--- config.mk ---
export PLATFORM = sky130hd
export DESIGN_NAME = span_walker
export DESIGN_NICKNAME = d
export VERILOG_FILES = /design/src/rtl/gpu_pkg.sv /design/src/rtl/span_minmax.sv /design/src/rtl/span_walker.sv
export SDC_FILE = /design/constraint.sdc
export NUM_CORES = 1
export LEC_CHECK = 0
export BUFFER_PORTS_ARGS = -buffer_cell sky130_fd_sc_hd__buf_2
export CAP_MARGIN = 20
export CORE_ASPECT_RATIO = 1.1
export CORE_MARGIN = 10
export CORE_UTILIZATION = 58
export CTS_BUF_LIST = sky130_fd_sc_hd__clkbuf_2
export CTS_CLUSTER_DIAMETER = 120
export CTS_CLUSTER_SIZE = 8
export DETAILED_ROUTE_END_ITERATION = 8
export GPL_TIMING_DRIVEN = 0
export PLACE_DENSITY = 0.88
export SLEW_MARGIN = 25
export SYNTH_ARGS = -nofsm -noshare
export SYNTH_HDL_FRONTEND = slang
export SYNTH_HIERARCHICAL = 1
export SYNTH_SLANG_ARGS = --single-unit
--- constraint.sdc ---
create_clock -name clk -period 4.8 [get_ports clk]
set_input_delay 0 -clock clk [delete_from_list [all_inputs] [get_ports clk]]
set_output_delay 0 -clock clk [all_outputs]
set_load 0.03 [all_outputs]
--- src/rtl/gpu_pkg.sv ---
// Shared raster-pipeline types: coordinate/colour widths, visible area
// defaults and the span walker state encoding.
package gpu_pkg;

  localparam int COORD_W  = 10;
  localparam int COLOR_W  = 8;
  localparam int H_ACTIVE = 640;
  localparam int V_ACTIVE = 480;

  typedef logic [COORD_W-1:0] coord_t;
  typedef logic [COLOR_W-1:0] color_t;

  typedef enum logic {
    S_IDLE = 1'b0,
    S_WALK = 1'b1
  } span_state_t;

endpackage

--- src/rtl/span_minmax.sv ---
// Endpoint ordering for a span; with SPAN_WALKER_CLIP_EN also clamps the
// right end to the visible area and flags off-screen spans for discard.
module span_minmax #(
  parameter int COORD_W  = gpu_pkg::COORD_W,
  parameter int H_ACTIVE = gpu_pkg::H_ACTIVE,
  parameter int V_ACTIVE = gpu_pkg::V_ACTIVE
) (
  input  logic [COORD_W-1:0] y,
  input  logic [COORD_W-1:0] x_start,
  input  logic [COORD_W-1:0] x_end,
  output logic [COORD_W-1:0] lo,
  output logic [COORD_W-1:0] hi,
  output logic               discard
);

  logic               swap;
  logic [COORD_W-1:0] hi_raw;

  assign swap   = x_end < x_start;
  assign lo     = swap ? x_end : x_start;
  assign hi_raw = swap ? x_start : x_end;

`ifdef SPAN_WALKER_CLIP_EN
  localparam logic [COORD_W-1:0] H_LAST = COORD_W'(H_ACTIVE - 1);

  assign discard = (y >= COORD_W'(V_ACTIVE)) ||
                   (lo >= COORD_W'(H_ACTIVE));
  assign hi      = (hi_raw > H_LAST) ? H_LAST : hi_raw;
`else
  logic unused_y;

  assign unused_y = ^y;
  assign discard  = 1'b0;
  assign hi       = hi_raw;
`endif

endmodule

--- src/rtl/span_walker.sv ---
// Span to pixel-stream serialiser with valid/ready on both sides.
// Optional clipping to the visible area: define SPAN_WALKER_CLIP_EN.
module span_walker #(
  parameter int COORD_W  = gpu_pkg::COORD_W,
  parameter int COLOR_W  = gpu_pkg::COLOR_W,
  parameter int H_ACTIVE = gpu_pkg::H_ACTIVE,
  parameter int V_ACTIVE = gpu_pkg::V_ACTIVE
) (
  input  logic               clk,
  input  logic               rst,
  input  logic               span_valid,
  output logic               span_ready,
  input  logic [COORD_W-1:0] span_y,
  input  logic [COORD_W-1:0] span_x_start,
  input  logic [COORD_W-1:0] span_x_end,
  input  logic [COLOR_W-1:0] span_color,
  output logic               pix_valid,
  input  logic               pix_ready,
  output logic [COORD_W-1:0] pix_x,
  output logic [COORD_W-1:0] pix_y,
  output logic [COLOR_W-1:0] pix_color,
  output logic               pix_last,
  output logic               busy
);

  import gpu_pkg::*;

  span_state_t        state;
  logic [COORD_W-1:0] hi_q;
  logic [COORD_W-1:0] lo;
  logic [COORD_W-1:0] hi;
  logic               discard;
  logic               accept;
  logic               load;

  span_minmax #(
    .COORD_W  (COORD_W),
    .H_ACTIVE (H_ACTIVE),
    .V_ACTIVE (V_ACTIVE)
  ) u_minmax (
    .y       (span_y),
    .x_start (span_x_start),
    .x_end   (span_x_end),
    .lo      (lo),
    .hi      (hi),
    .discard (discard)
  );

  // A new span can slot in on the same edge the last pixel leaves.
  assign span_ready = (state == S_IDLE) ||
                      ((state == S_WALK) && pix_last && pix_ready);
  assign accept     = span_valid && span_ready;
  assign load       = accept && !discard;
  assign pix_valid  = (state == S_WALK);
  assign busy       = (state == S_WALK);

  always_ff @(posedge clk or posedge rst) begin
    if (rst) begin
      state     <= S_IDLE;
      hi_q      <= '0;
      pix_x     <= '0;
      pix_y     <= '0;
      pix_color <= '0;
      pix_last  <= 1'b0;
    end else if (load) begin
      state     <= S_WALK;
      hi_q      <= hi;
      pix_x     <= lo;
      pix_y     <= span_y;
      pix_color <= span_color;
      pix_last  <= (lo == hi);
    end else if ((state == S_WALK) && pix_ready) begin
      if (pix_last) begin
        state    <= S_IDLE;
        pix_last <= 1'b0;
      end else begin
        // cur < hi here, so the increment can never wrap
        pix_x    <= pix_x + COORD_W'(1);
        pix_last <= ((pix_x + COORD_W'(1)) == hi_q);
      end
    end
  end

endmodule

* After elaboration in Yosys (flattened, before gate mapping)
Cells that the tools add are included.
W data, S select, Z words.
** Storage, ports and cells
- Bits in registers :: 40
- Output and inout bits :: 32
- Word-level logic and storage cells :: 32
** Cells by class
- Add/sub/neg operators :: 1
- $lt $le $gt $ge :: 1
- Equal/unequal tests :: 3
- Muxes and demuxes :: 11
- Bitwise gates (word level) :: 1
- Reductions and logical operators :: 9
** Operator list (number)
- $mux W10 :: 5
- $eq A10 B10 Y1 :: 2
- $add A10 B1 Y10 const B :: 1
- $lt A10 B10 Y1 :: 1
- $mux W1 :: 6
- $logic_and A1 B1 Y1 :: 4
- $reduce_and A2 Y1 :: 2
- $reduce_bool A2 Y1 :: 2
- $ne A2 B1 Y1 const B :: 1
- $logic_or A1 B1 Y1 :: 1
- $not A1 Y1 :: 1

* Logic depth before layout (Yosys ltp)
Gate-level depths: netlist of the first run.
- Depth after elaboration :: 6
- Gate-level depth with buffers :: 13
- Depth with buffers taken out :: 12

* Modules after synthesis
Netlist of the first run, hierarchy kept.
** By module, submodules not included
- span_walker :: instances 1, cells an instance 198, area an instance 2114.5 µm², sequential area each 1001.0 µm²
- span_minmax :: instances 1, cells an instance 54, area an instance 493.0 µm², sequential area each 0.0 µm²

* Worst setup path before layout of the first run
Ideal clock, no wire load.
- Path kind :: register -> register
- From :: register pix_x[0]
- To :: register pix_last
- Data arrival time :: 2249 ps
- Data required time :: 4705 ps
- Path slack :: 2455 ps
- Stages on the path, launching flop included :: 9
- Buffers on the path :: 1
- Period minus slack after synthesis :: 2345 ps
- Path through :: dfrtp_1 ha_1 buf_4 and3b_1 o22ai_1 a2111oi_2 nand2_1 or4_1 o31ai_1
** On the way
- Cells in the longest elaborated chain, start to end :: 5
** RTL lines
- from (decl) :: RTL line span_walker.sv:19 : output logic [COORD_W-1:0] pix_x,
- from (signal assigned) :: RTL line span_walker.sv:68 : pix_x <= lo;
- from (signal assigned) :: RTL line span_walker.sv:78 : pix_x <= pix_x + COORD_W'(1);
- $add A10 B1 Y10 :: RTL line span_walker.sv:79 : pix_last <= ((pix_x + COORD_W'(1)) == hi_q);
- $eq A10 B10 Y1 :: RTL line span_walker.sv:79
- $mux W1 :: RTL line span_walker.sv:73 : if (pix_last) begin
- $mux W1 :: RTL line span_walker.sv:72 : end else if ((state == S_WALK) && pix_ready) begin
- $mux W1 :: RTL line span_walker.sv:65 : end else if (load) begin
- to (signal assigned) :: RTL line span_walker.sv:71 : pix_last <= (lo == hi);
- to (signal assigned) :: RTL line span_walker.sv:79
- to (decl) :: RTL line span_walker.sv:22 : output logic pix_last,
Every way passes these cells. The select of a mux whose other input is x is not followed.
A chain may end at the register's enable or synchronous reset.

* Worst setup path in the final report of the first run
- From :: input port span_x_start[7]
- To :: register pix_x[9]
** On the way
- Cells in the longest elaborated chain, start to end :: 3
** RTL lines
- from (decl) :: RTL line span_walker.sv:14 : input logic [COORD_W-1:0] span_x_start,
- $lt A10 B10 Y1 :: RTL line span_minmax.sv:19 : assign swap = x_end < x_start;
- $mux W10 :: RTL line span_minmax.sv:20 : assign lo = swap ? x_end : x_start;
- via lo[9] :: RTL line span_walker.sv:30 : logic [COORD_W-1:0] lo;
- $mux W10 :: RTL line span_walker.sv:65
The timed path passes the listed nets, and every way through them passes these cells.

==> reports/results.ini, run 1 <==
[power_and_ir_drop]
p_sw_share_pct = 44.65
p_comb_share_pct = 52.2
p_leak_nw = 1.676
power.total_w = 0.001664
pwr-share-clk_pct = 12.4
pwr-share-seq_pct = 35.4
internal_power_w = 0.0009211
p_switching_w = 0.0007432
power-per-cell-area_nw_per_um2 = 474.0
ir_drop_v = 0.0004043

[global_routing]
grt_pass1_wl_um = 12900
first_global_vias = 2645
antenna_found_initial = 0
grt_max_degree = 23
grt_usage_pct = 20.25
grt_overflow = 0

[logic_synthesis]
syn_nets = 304
netlist_area_um2 = 2608
synth_top_area_cell = dfrtp_1
ys_top_cells_by_count = mux2_2 (47), dfrtp_1 (40), nand2_1 (23)
synth_cell_types = 49
synth_warnings = 6
ys.flop_type = dfrtp_1
ys_ff_latch = 40
synthArstFlopShare_pct = 100.0
synth_area_leaders = dfrtp_1 (38%), mux2_2 (20%), ha_1 (4.8%)
synth-edff-count = 0
synth_top_area_share_pct = 38.39
synth.most_common_cell = mux2_2
postSynthAreaPerCell_um2 = 10.35
syn_inst = 252
ys_seq_area_share_pct = 38.39

[clocking]
cts_max_level = 2
cts_setup_buffers = 0
clk_latency_ns = 0.43
root_buffer = clkbuf_2
max-clock-path-buffers = 2
cts_tree = built
numCtsBuffers = 5
cts.clk_slew.worst_paths_ns = 0.22
post_cts_resized = 0
clkSinkCount = 40
cts_hold_buf = 36

[floorplanning]
dieHeight_um = 90.32
die_x_um = 83.93
rows = 25
die_area_um2 = 7581
start_util_pct = 60.41
core_um2 = 4317
io_pins = 74

[route]
met1_length_um = 3133
drtIter0Drc = 104
post_drt_via_cell_ratio = 5.664
drt_wl_total_um = 7772
first_pass_iters = 4
wl_met3_um = 695
drc = 0
avgRoutedWirePerCell_um = 18.24
ant_nets = 0
vias = 2413
top_layer_used = met4
wl_met2_um = 3842

[critical_path]
critical_path_class = in -> reg
worst_ep_arrival_time_ns = 3.17
crit_top_cell = dlygate4sd3_1
crit_path_max_incr_delay_ns = 0.57
endpoint_kind = flip-flop
path_cells = dlygate4sd3_1, buf_2, inv_1, ha_1, a211oi_1, nor2_1, nor4_2, buf_6, mux2_2, dlygate4sd3_1, a221o_1
crit_slowest_cell = dlygate4sd3_1
path_buf_inv = 5
cp_top_family = buffers and inverters
required_ns = 5.15
start_kind = primary input
critPathMaxFanout = 10

[timing]
fin_crit_ns = 2.822
worst_pin_slew_ns = 0.6113
whs_ns = -0.004154
rsz0062_at_grt = no
worst_clock_skew_ns = 0.01328
fmax_mhz = 354.4
fin_setup_tns_ns = 0
max-slew-margin-rel_pct = 59.25
setup-violations-final = 0
finalCritPeriodShare_pct = 58.78
finalHoldViolations = 2
final_max_slew_viol_count = 0

[final_layout]
drive_gt1_share_pct = 38.71
antennaDiodeCount = 0
multi_input_area_um2 = 1470
area_growth_syn_to_layout_pct = 34.65
fin_nets = 423
fillerInstances = 258
regArea_um2 = 1001
fin_util_pct = 81.33

[place]
gp_congestion = 0.8454
port_buffers = 73
hpwl_um = 5283

[status]
failed_checks = negative hold slack
status = finished with violations

[hold_path]
hp-class = in -> reg

[flow_run]
max_cap_violations = 0

## registers in the layout, indices dropped and copies added (netlist names)
name	count
pix_color	8
pix_last	1
hi_q	10
pix_y	10
busy	1
pix_x	10
## cell families after synthesis
group	synth area share [%]
and+or+nand+nor	13.15
AOI/OAI and AO/OA	11.18
xor gates and xnor gates	6.382
other	0.1438
buffers and inverters	5.230
DFF	38.39
muxes	20.73
adders and majority gates	4.798
## worst min-delay path, stage by stage
cell	delay (ns)
buf_2	0.10
mux2_2	0.17
a221o_1	0.14
## final cells by class
class                      instances  area share, %
tap                               54          1.924
buffer                            14          2.495
inverter                          13          1.390
sequential                        40          28.51
clock buffer                       5         0.7128
timing repair buffer             112          22.02
clock inverter                     3          1.069
multi-input combinational        185          41.87
## power by group through the flow
stage	sequential [W]	combinational (W)	clock, W
detailed placement	0.000585	0.000825	0
global route	0.000606	0.000931	0.000219
CTS	0.000579	0.000855	0.000204
global placement	0.000575	0.000799	0
finish	0.000589	0.000870	0.000206
floorplan	0.000764	0.000412	0
## worst paths after layout
check | startpoint | to | slack [ns] | depth (start not counted)
worst max-delay path | span_x_start[7] | pix_x[9]$_DFFE_PP0P_ | 1.98 | 11
worst min-delay path | span_x_start[4] | pix_x[4]$_DFFE_PP0P_ | -0.004 | 3
worst max register to register | pix_x[0]$_DFFE_PP0P_ | pix_last$_DFFE_PP0P_ | 2.33 | 8
worst min register to register | pix_y[4]$_DFFE_PP0P_ | pix_y[4]$_DFFE_PP0P_ | 0.54 | 1
max in group asynchronous | rst | pix_x[8]$_DFFE_PP0P_ | 4.20 | 4
min in group asynchronous | rst | pix_y[4]$_DFFE_PP0P_ | 0.13 | 3
## cells in the final DEF (no fill, tap or decap), drive strengths merged, types with 2 or more instances in the layout
| cell | netlist | layout |
|---|---|---|
| buf | 10 | 84 |
| mux2 | 48 | 48 |
| dfrtp | 40 | 40 |
| dlygate4sd3 | 0 | 38 |
| nand2 | 23 | 23 |
| xnor2 | 14 | 14 |
| o21ai | 13 | 13 |
| inv | 13 | 13 |
| ha | 10 | 10 |
| clkbuf | 4 | 9 |
| nor2 | 8 | 8 |
| nor3 | 7 | 7 |
| nand4 | 5 | 5 |
| a21oi | 5 | 5 |
| xor2 | 5 | 5 |
| and3 | 5 | 5 |
| nand3 | 4 | 4 |
| nor4 | 4 | 4 |
| a221o | 4 | 4 |
| nand2b | 3 | 3 |
| a211oi | 3 | 3 |
| a21bo | 2 | 2 |
| o311ai | 2 | 2 |
| a21o | 2 | 2 |
| clkinv | 0 | 2 |
## layer usage
metal,global-route usage [%],vias to the layer above
li1,-,1147
met1,21.94,1142
met2,36.00,112
met3,7.220,12
met4,5.726,0
met5,0,-
## metrics by stage
stage | cell area [µm²] | setup slack, ns | cells
after floorplan | 2608 | 2.455 | 252
after global placement | 3040 | 2.178 | 379
after detailed placement | 3068 | 2.117 | 380
after CTS | 3491 | 2.018 | 424
after global routing | 3511 | 1.687 | 426
final | 3511 | 1.978 | 426
No activity file was read; power rests on OpenSTA's default activity.
==> run 2, diff against run 1 <==
--- a/config.mk
+++ b/config.mk
@@ -9,13 +9,13 @@
 export CAP_MARGIN = 20
 export CORE_ASPECT_RATIO = 1.1
 export CORE_MARGIN = 10
-export CORE_UTILIZATION = 58
+export CORE_UTILIZATION = 54
 export CTS_BUF_LIST = sky130_fd_sc_hd__clkbuf_2
 export CTS_CLUSTER_DIAMETER = 120
 export CTS_CLUSTER_SIZE = 8
 export DETAILED_ROUTE_END_ITERATION = 8
 export GPL_TIMING_DRIVEN = 0
-export PLACE_DENSITY = 0.88
+export PLACE_DENSITY = 0.82
 export SLEW_MARGIN = 25
 export SYNTH_ARGS = -nofsm -noshare
 export SYNTH_HDL_FRONTEND = slang
==> constraint.sdc (replaced) <==
create_clock -name clk -period 2.9 [get_ports clk]
set_input_delay 0 -clock clk [delete_from_list [all_inputs] [get_ports clk]]
set_output_delay 0 -clock clk [all_outputs]
set_load 0.03 [all_outputs]
==> run 2 against run 1 <==
The run now ends clean. Flip-flop and latch count unchanged. Combinational power increased by 62%. Register-to-register slack got worse by 1.9 ns. Largest power group unchanged. Utilization decreased by 9.1 points. Final area decreased by 4.3%. Clock skew increased by 0.0035 ns. Critical endpoint is now hi_q[4]$_DFFE_PP0P_.
==> reports/results.ini, run 2 (same netlist as run 1, synthesis figures left out) <==
[place]
place_ws_ns = 0.2708  ; -1.846 ns
dpl.cell_count = 382  ; +0.53%
gp_congestion = 0.8533  ; +0.93%
port_buffers = 73  ; unchanged
hpwl_um = 5225  ; -1.1%

[floorplanning]
io_pins = 74  ; unchanged
dieHeight_um = 92.88  ; +2.8%
core_um2 = 4652  ; +7.8%
die_area_um2 = 8011  ; +5.7%
rows = 26  ; +4.0%
die_x_um = 86.26  ; +2.8%
start_util_pct = 56.05  ; -4.4 points

[power_and_ir_drop]
power.total_w = 0.002619  ; +57%
power-per-cell-area_nw_per_um2 = 779.7  ; +64%
ir_drop_v = 0.0005467  ; +35%
p_leak_nw = 1.615  ; -3.7%

[route]
drc = 0  ; unchanged
ant_nets = 0  ; unchanged
post_drt_via_cell_ratio = 5.629  ; -0.63%
drtIter0Drc = 253  ; +140%
vias = 2336  ; -3.2%
first_pass_iters = 4  ; unchanged
drt_wl_total_um = 7362  ; -5.3%
avgRoutedWirePerCell_um = 17.74  ; -2.8%

[global_routing]
grt_pass1_wl_um = 11930  ; -7.5%
grt_usage_pct = 18.25  ; -2.0 points
antenna_found_initial = 0  ; unchanged
grt_max_degree = 25  ; +8.7%
first_global_vias = 2443  ; -7.6%
grt_overflow = 0  ; unchanged

[status]
status = finished, final reports clean

[clocking]
clkSinkCount = 40  ; unchanged
post_cts_resized = 0  ; unchanged
cts_tree = built
cts_max_level = 2  ; unchanged
clk_latency_ns = 0.40  ; -0.03 ns
root_buffer = clkbuf_2
max-clock-path-buffers = 2  ; unchanged
numCtsBuffers = 5  ; unchanged
cts.clk_slew.worst_paths_ns = 0.20  ; -0.02 ns

[timing]
whs_ns = 0.01485  ; +0.01901 ns
finalCritPeriodShare_pct = 94.06
worst_pin_slew_ns = 0.5886  ; -0.02269 ns
setup-violations-final = 0  ; unchanged
final_max_slew_viol_count = 0  ; unchanged
worst_slack_ns = 0.1724  ; -1.806 ns
rsz0062_at_grt = no
finalHoldViolations = 0  ; -2
fin_setup_tns_ns = 0  ; unchanged
max-slew-margin-rel_pct = 60.61  ; +1.4 points
fmax_mhz = 366.6
fin_crit_ns = 2.728
worst_clock_skew_ns = 0.01682  ; +0.003546 ns

[flow_run]
max_cap_violations = 0  ; unchanged

[final_layout]
drive_gt1_share_pct = 40.39  ; +1.7 points
area_growth_syn_to_layout_pct = 28.84
fin_nets = 410  ; -3.1%
finalNonFillerCells = 415  ; -2.6%
layout_common_cells = buf_2 (74), mux2_2 (47), dfrtp_1 (40)
final_common_cell = buf_2
fillerInstances = 357  ; +38%
antennaDiodeCount = 0  ; unchanged
reg_top3 = hi_q (10), pix_x (10), pix_y (10)

[critical_path]
crit_path_max_incr_delay_ns = 0.56  ; about the same
reg2regPathDepth = 8  ; unchanged
r2r-start = pix_x[0]$_DFFE_PP0P_
path_depth = 11  ; unchanged
rrSetupSlack_ns = 0.40  ; -1.93 ns
critPathMaxFanout = 10  ; unchanged
required_ns = 3.20  ; -1.95 ns
crit_slowest_cell = dlygate4sd3_1
critical_path_class = in -> reg
r2r-end = pix_last$_DFFE_PP0P_
start_kind = primary input
cp_top_family = buffers and inverters
path_cells = dlygate4sd3_1, buf_2, inv_1, ha_1, a211oi_1, nor2_1, nor4_2, buf_6, mux2_2, dlygate4sd3_1, mux2_2
path_buf_inv = 5  ; unchanged
endpoint_kind = flip-flop
worst_ep_arrival_time_ns = 3.03  ; -0.14 ns

[hold_path]
hp-class = in -> reg
worstHoldStart = span_x_start[6]
holdPathEnd = pix_x[6]$_DFFE_PP0P_
holdPathStages = 4  ; +1

==> run 2: how the worst max path moves through the flow <==
stage	startpoint	endpoint	slack (ns)
after global placement	span_x_start[3]	pix_last$_DFFE_PP0P_	0.30
after global routing	span_x_start[7]	pix_last$_DFFE_PP0P_	0.007
after floorplan	pix_x[0]$_DFFE_PP0P_	pix_last$_DFFE_PP0P_	0.56
after detailed placement	span_x_start[3]	pix_last$_DFFE_PP0P_	0.27
after CTS	span_x_start[7]	pix_last$_DFFE_PP0P_	0.18
final	span_x_start[7]	hi_q[4]$_DFFE_PP0P_	0.17
==> run 2: where the power goes <==
part           switching, W  internal [W]
Sequential         0.000185      0.000781
Clock              0.000181     0.0000646
Combinational      0.000822      0.000585
Total               0.00119       0.00143
==> run 2: per-layer routing <==
metal | track usage (%) | vias to the layer above | share of wire (%)
met5 | 0 | - | 0
li1 | - | 1118 | -
met3 | 7.888 | 13 | 11
met4 | 6.486 | 0 | 1.8
met1 | 19.42 | 1104 | 39
met2 | 31.33 | 101 | 48
==> run 2: worst register-to-register path: cells and delay by family (launching register included) <==
family,cells,cell delay (ns)
AOI/OAI and AO/OA,1,0.32
xor gates and xnor gates,1,0.14
adders and majority gates,1,0.24
buffers and inverters,1,0.16
DFF,1,0.50
and+or+nand+nor,4,1.07
==> run 2: layout make-up <==
type	instances	area [µm²]	area share, %
Buffer	14	87.58	2.607
Clock buffer	7	35.03	1.043
Clock inverter	1	3.754	0.1117
Inverter	13	48.80	1.453
Multi-Input combinational cell	185	1470	43.76
Sequential cell	40	1001	29.80
Tap cell	56	70.07	2.086
Timing Repair Buffer	99	643.1	19.14
==> run 2: what timing repair did <==
item,4_1_cts,5_1_grt
buffers inserted,0,0
endpoints found under the hold margin,61,0
hold buffers,25,0
==> run 2: through the flow <==
stage | area (µm²) | util [%]
after floorplan | 2608 | -
after global placement | 3043 | 65.41
after detailed placement | 3070 | 66.00
after CTS | 3359 | 72.22
after global routing | 3359 | 72.22
final | 3359 | 72.22
==> run 3, diff against run 2 <==
--- a/config.mk
+++ b/config.mk
@@ -10,7 +10,7 @@
 export CORE_ASPECT_RATIO = 1.1
 export CORE_MARGIN = 10
 export CORE_UTILIZATION = 54
-export CTS_BUF_LIST = sky130_fd_sc_hd__clkbuf_2
+export CTS_BUF_LIST = sky130_fd_sc_hd__clkbuf_4
 export CTS_CLUSTER_DIAMETER = 120
 export CTS_CLUSTER_SIZE = 8
 export DETAILED_ROUTE_END_ITERATION = 8
==> run 3 against run 2 <==
Worst hold slack better by 0.040 ns. Cell count shrank 0.96%. Flip-flop and latch count stayed put. Clock power up 18%. Non-clock buffer count shrank 4. Sequential share of layout area increased by 0.20 points. Largest power group unchanged.
==> reports/results.ini, run 3 (same netlist as run 1, synthesis figures left out) <==
[status]
status = finished, final reports clean

[critical_path]
path_buf_inv = 1  ; -4
crit_top_cell = and3_1
crit_path_max_incr_delay_ns = 0.47  ; -0.09 ns
path_cells = ha_1, buf_4, and3_2, and3_1, and3_1, xnor2_1, or4_1, o31ai_1
critical_path_class = reg -> reg
start_kind = flip-flop
crit_slowest_cell = dfrtp_1
worst_ep_arrival_time_ns = 2.75  ; -0.28 ns
required_ns = 3.15  ; -0.05 ns
critPathMaxFanout = 10  ; unchanged
endpoint_kind = flip-flop
cp_top_family = simple AND/OR/NAND/NOR gates

[power_and_ir_drop]
ir_drop_v = 0.0005866  ; +7.3%
p_leak_nw = 1.601  ; -0.84%
power-per-cell-area_nw_per_um2 = 792.4  ; +1.6%

[floorplanning]
die_area_um2 = 8011  ; unchanged
io_pins = 74  ; unchanged
rows = 26  ; unchanged
dieHeight_um = 92.88  ; unchanged
start_util_pct = 56.05  ; unchanged
core_um2 = 4652  ; unchanged
die_x_um = 86.26  ; unchanged

[timing]
finalHoldViolations = 0  ; unchanged
rsz0062_at_grt = no
worst_pin_slew_ns = 0.5791  ; -0.009560 ns
whs_ns = 0.05448  ; +0.03962 ns
fin_crit_ns = 2.508  ; -0.2199 ns
max-slew-margin-rel_pct = 61.25  ; +0.64 points
fin_setup_tns_ns = 0  ; unchanged
final_max_slew_viol_count = 0  ; unchanged
finalCritPeriodShare_pct = 86.47  ; -7.6 points
worst_clock_skew_ns = 0.01065  ; -0.006176 ns
fmax_mhz = 398.8  ; +8.8%
setup-violations-final = 0  ; unchanged

[global_routing]
antenna_found_initial = 0  ; unchanged
first_global_vias = 2359  ; -3.4%
grt_usage_pct = 17.32  ; -0.92 points
grt_pass1_wl_um = 11480  ; -3.8%
grt_max_degree = 25  ; unchanged
grt_overflow = 0  ; unchanged

[clocking]
cts_tree = built
root_buffer = clkbuf_4
clkSinkCount = 40  ; unchanged
cts_max_level = 2  ; unchanged
cts.clk_slew.worst_paths_ns = 0.11  ; -0.09 ns
max-clock-path-buffers = 2  ; unchanged
numCtsBuffers = 5  ; unchanged
post_cts_resized = 0  ; unchanged
clk_latency_ns = 0.35  ; -0.05 ns

[place]
gp_congestion = 0.8533  ; unchanged
hpwl_um = 5225  ; unchanged
port_buffers = 73  ; unchanged
placed_area_um2 = 3070  ; unchanged

[flow_run]
max_cap_violations = 0  ; unchanged

[final_layout]
antennaDiodeCount = 0  ; unchanged
drive_gt1_share_pct = 40.85  ; +0.46 points
final_common_cell = buf_2
regArea_um2 = 1001  ; unchanged
fin_area_um2 = 3337  ; -0.67%
fillerInstances = 352  ; -1.4%
layout_common_cells = buf_2 (74), mux2_2 (47), dfrtp_1 (40)
area_growth_syn_to_layout_pct = 27.98
reg_top3 = hi_q (10), pix_x (10), pix_y (10)
multi_input_area_um2 = 1470  ; unchanged
fin_nets = 406  ; -0.98%

[route]
avgRoutedWirePerCell_um = 17.18  ; -3.1%
first_pass_iters = 4  ; unchanged
vias = 2306  ; -1.3%
drc = 0  ; unchanged
post_drt_via_cell_ratio = 5.611  ; -0.32%
drtIter0Drc = 252  ; -0.40%
drt_wl_total_um = 7062  ; -4.1%
ant_nets = 0  ; unchanged

[hold_path]
hp-class = in -> reg

[run 3: cell count changes in the layout (fill, tap and decap cells not counted), sizes merged]
cell / before / now
dlygate4sd3: 25 / 21
[run 3: report_power, final]
group	switching (W)	internal, W
registers	0.000182	0.000783
logic	0.000810	0.000580
clock network	0.000178	0.000112
[run 3: routing by layer]
layer	routed length, µm	up-vias	GRT usage [%]
li1	-	1113	-
met1	2776	1086	18.94
met2	3404	98	29.84
met3	818	9	8.063
met4	63	0	3.784
met5	0	-	0
[run 3: worst min-delay path, cell delays in order]
cell and delay (ns):
buf_2 0.10, mux2_2 0.16, a211o_1 0.12
[run 3: area by class of cell]
cell class	count	area share [%]
well taps	56	2.100
clock buffers	7	1.575
flip-flops and latches	40	30.00
clock inverters	1	0.1125
plain buffers	14	2.625
repair buffers	95	18.07
inverters	13	1.462
multi-input cells	185	44.06
[run 3: what timing repair did]
item                                    CTS  global route
setup buffers                             0             0
endpoints found under the hold margin    59             0
endpoints found under the setup margin    0             0
hold buffers                             21             0
[run 3: final timing paths]
check,start,endpoint,slack (ns),depth (start not counted)
setup / recovery,pix_x[0]$_DFFE_PP0P_,pix_last$_DFFE_PP0P_,0.39,8
max in group asynchronous,rst,hi_q[2]$_DFFE_PP0P_,2.25,4
min in group asynchronous,rst,hi_q[7]$_DFFE_PP0P_,0.20,3
hold reg to reg,pix_color[2]$_DFFE_PP0P_,pix_color[2]$_DFFE_PP0P_,0.51,1
hold / removal,span_x_start[7],pix_x[7]$_DFFE_PP0P_,0.05,3
setup reg to reg,pix_x[0]$_DFFE_PP0P_,pix_last$_DFFE_PP0P_,0.39,8
[run 3: per-stage QoR]
stage	total power (W)	std cells	setup WS, ns	util [%]
after floorplan	0.001945	252	0.5555	-
after global placement	0.002279	381	0.3036	65.41
after detailed placement	0.002334	382	0.2708	66.00
after CTS	0.002646	411	0.4145	71.73
after global routing	0.002815	411	0.3449	71.73
final	0.002644	411	0.3923	71.73
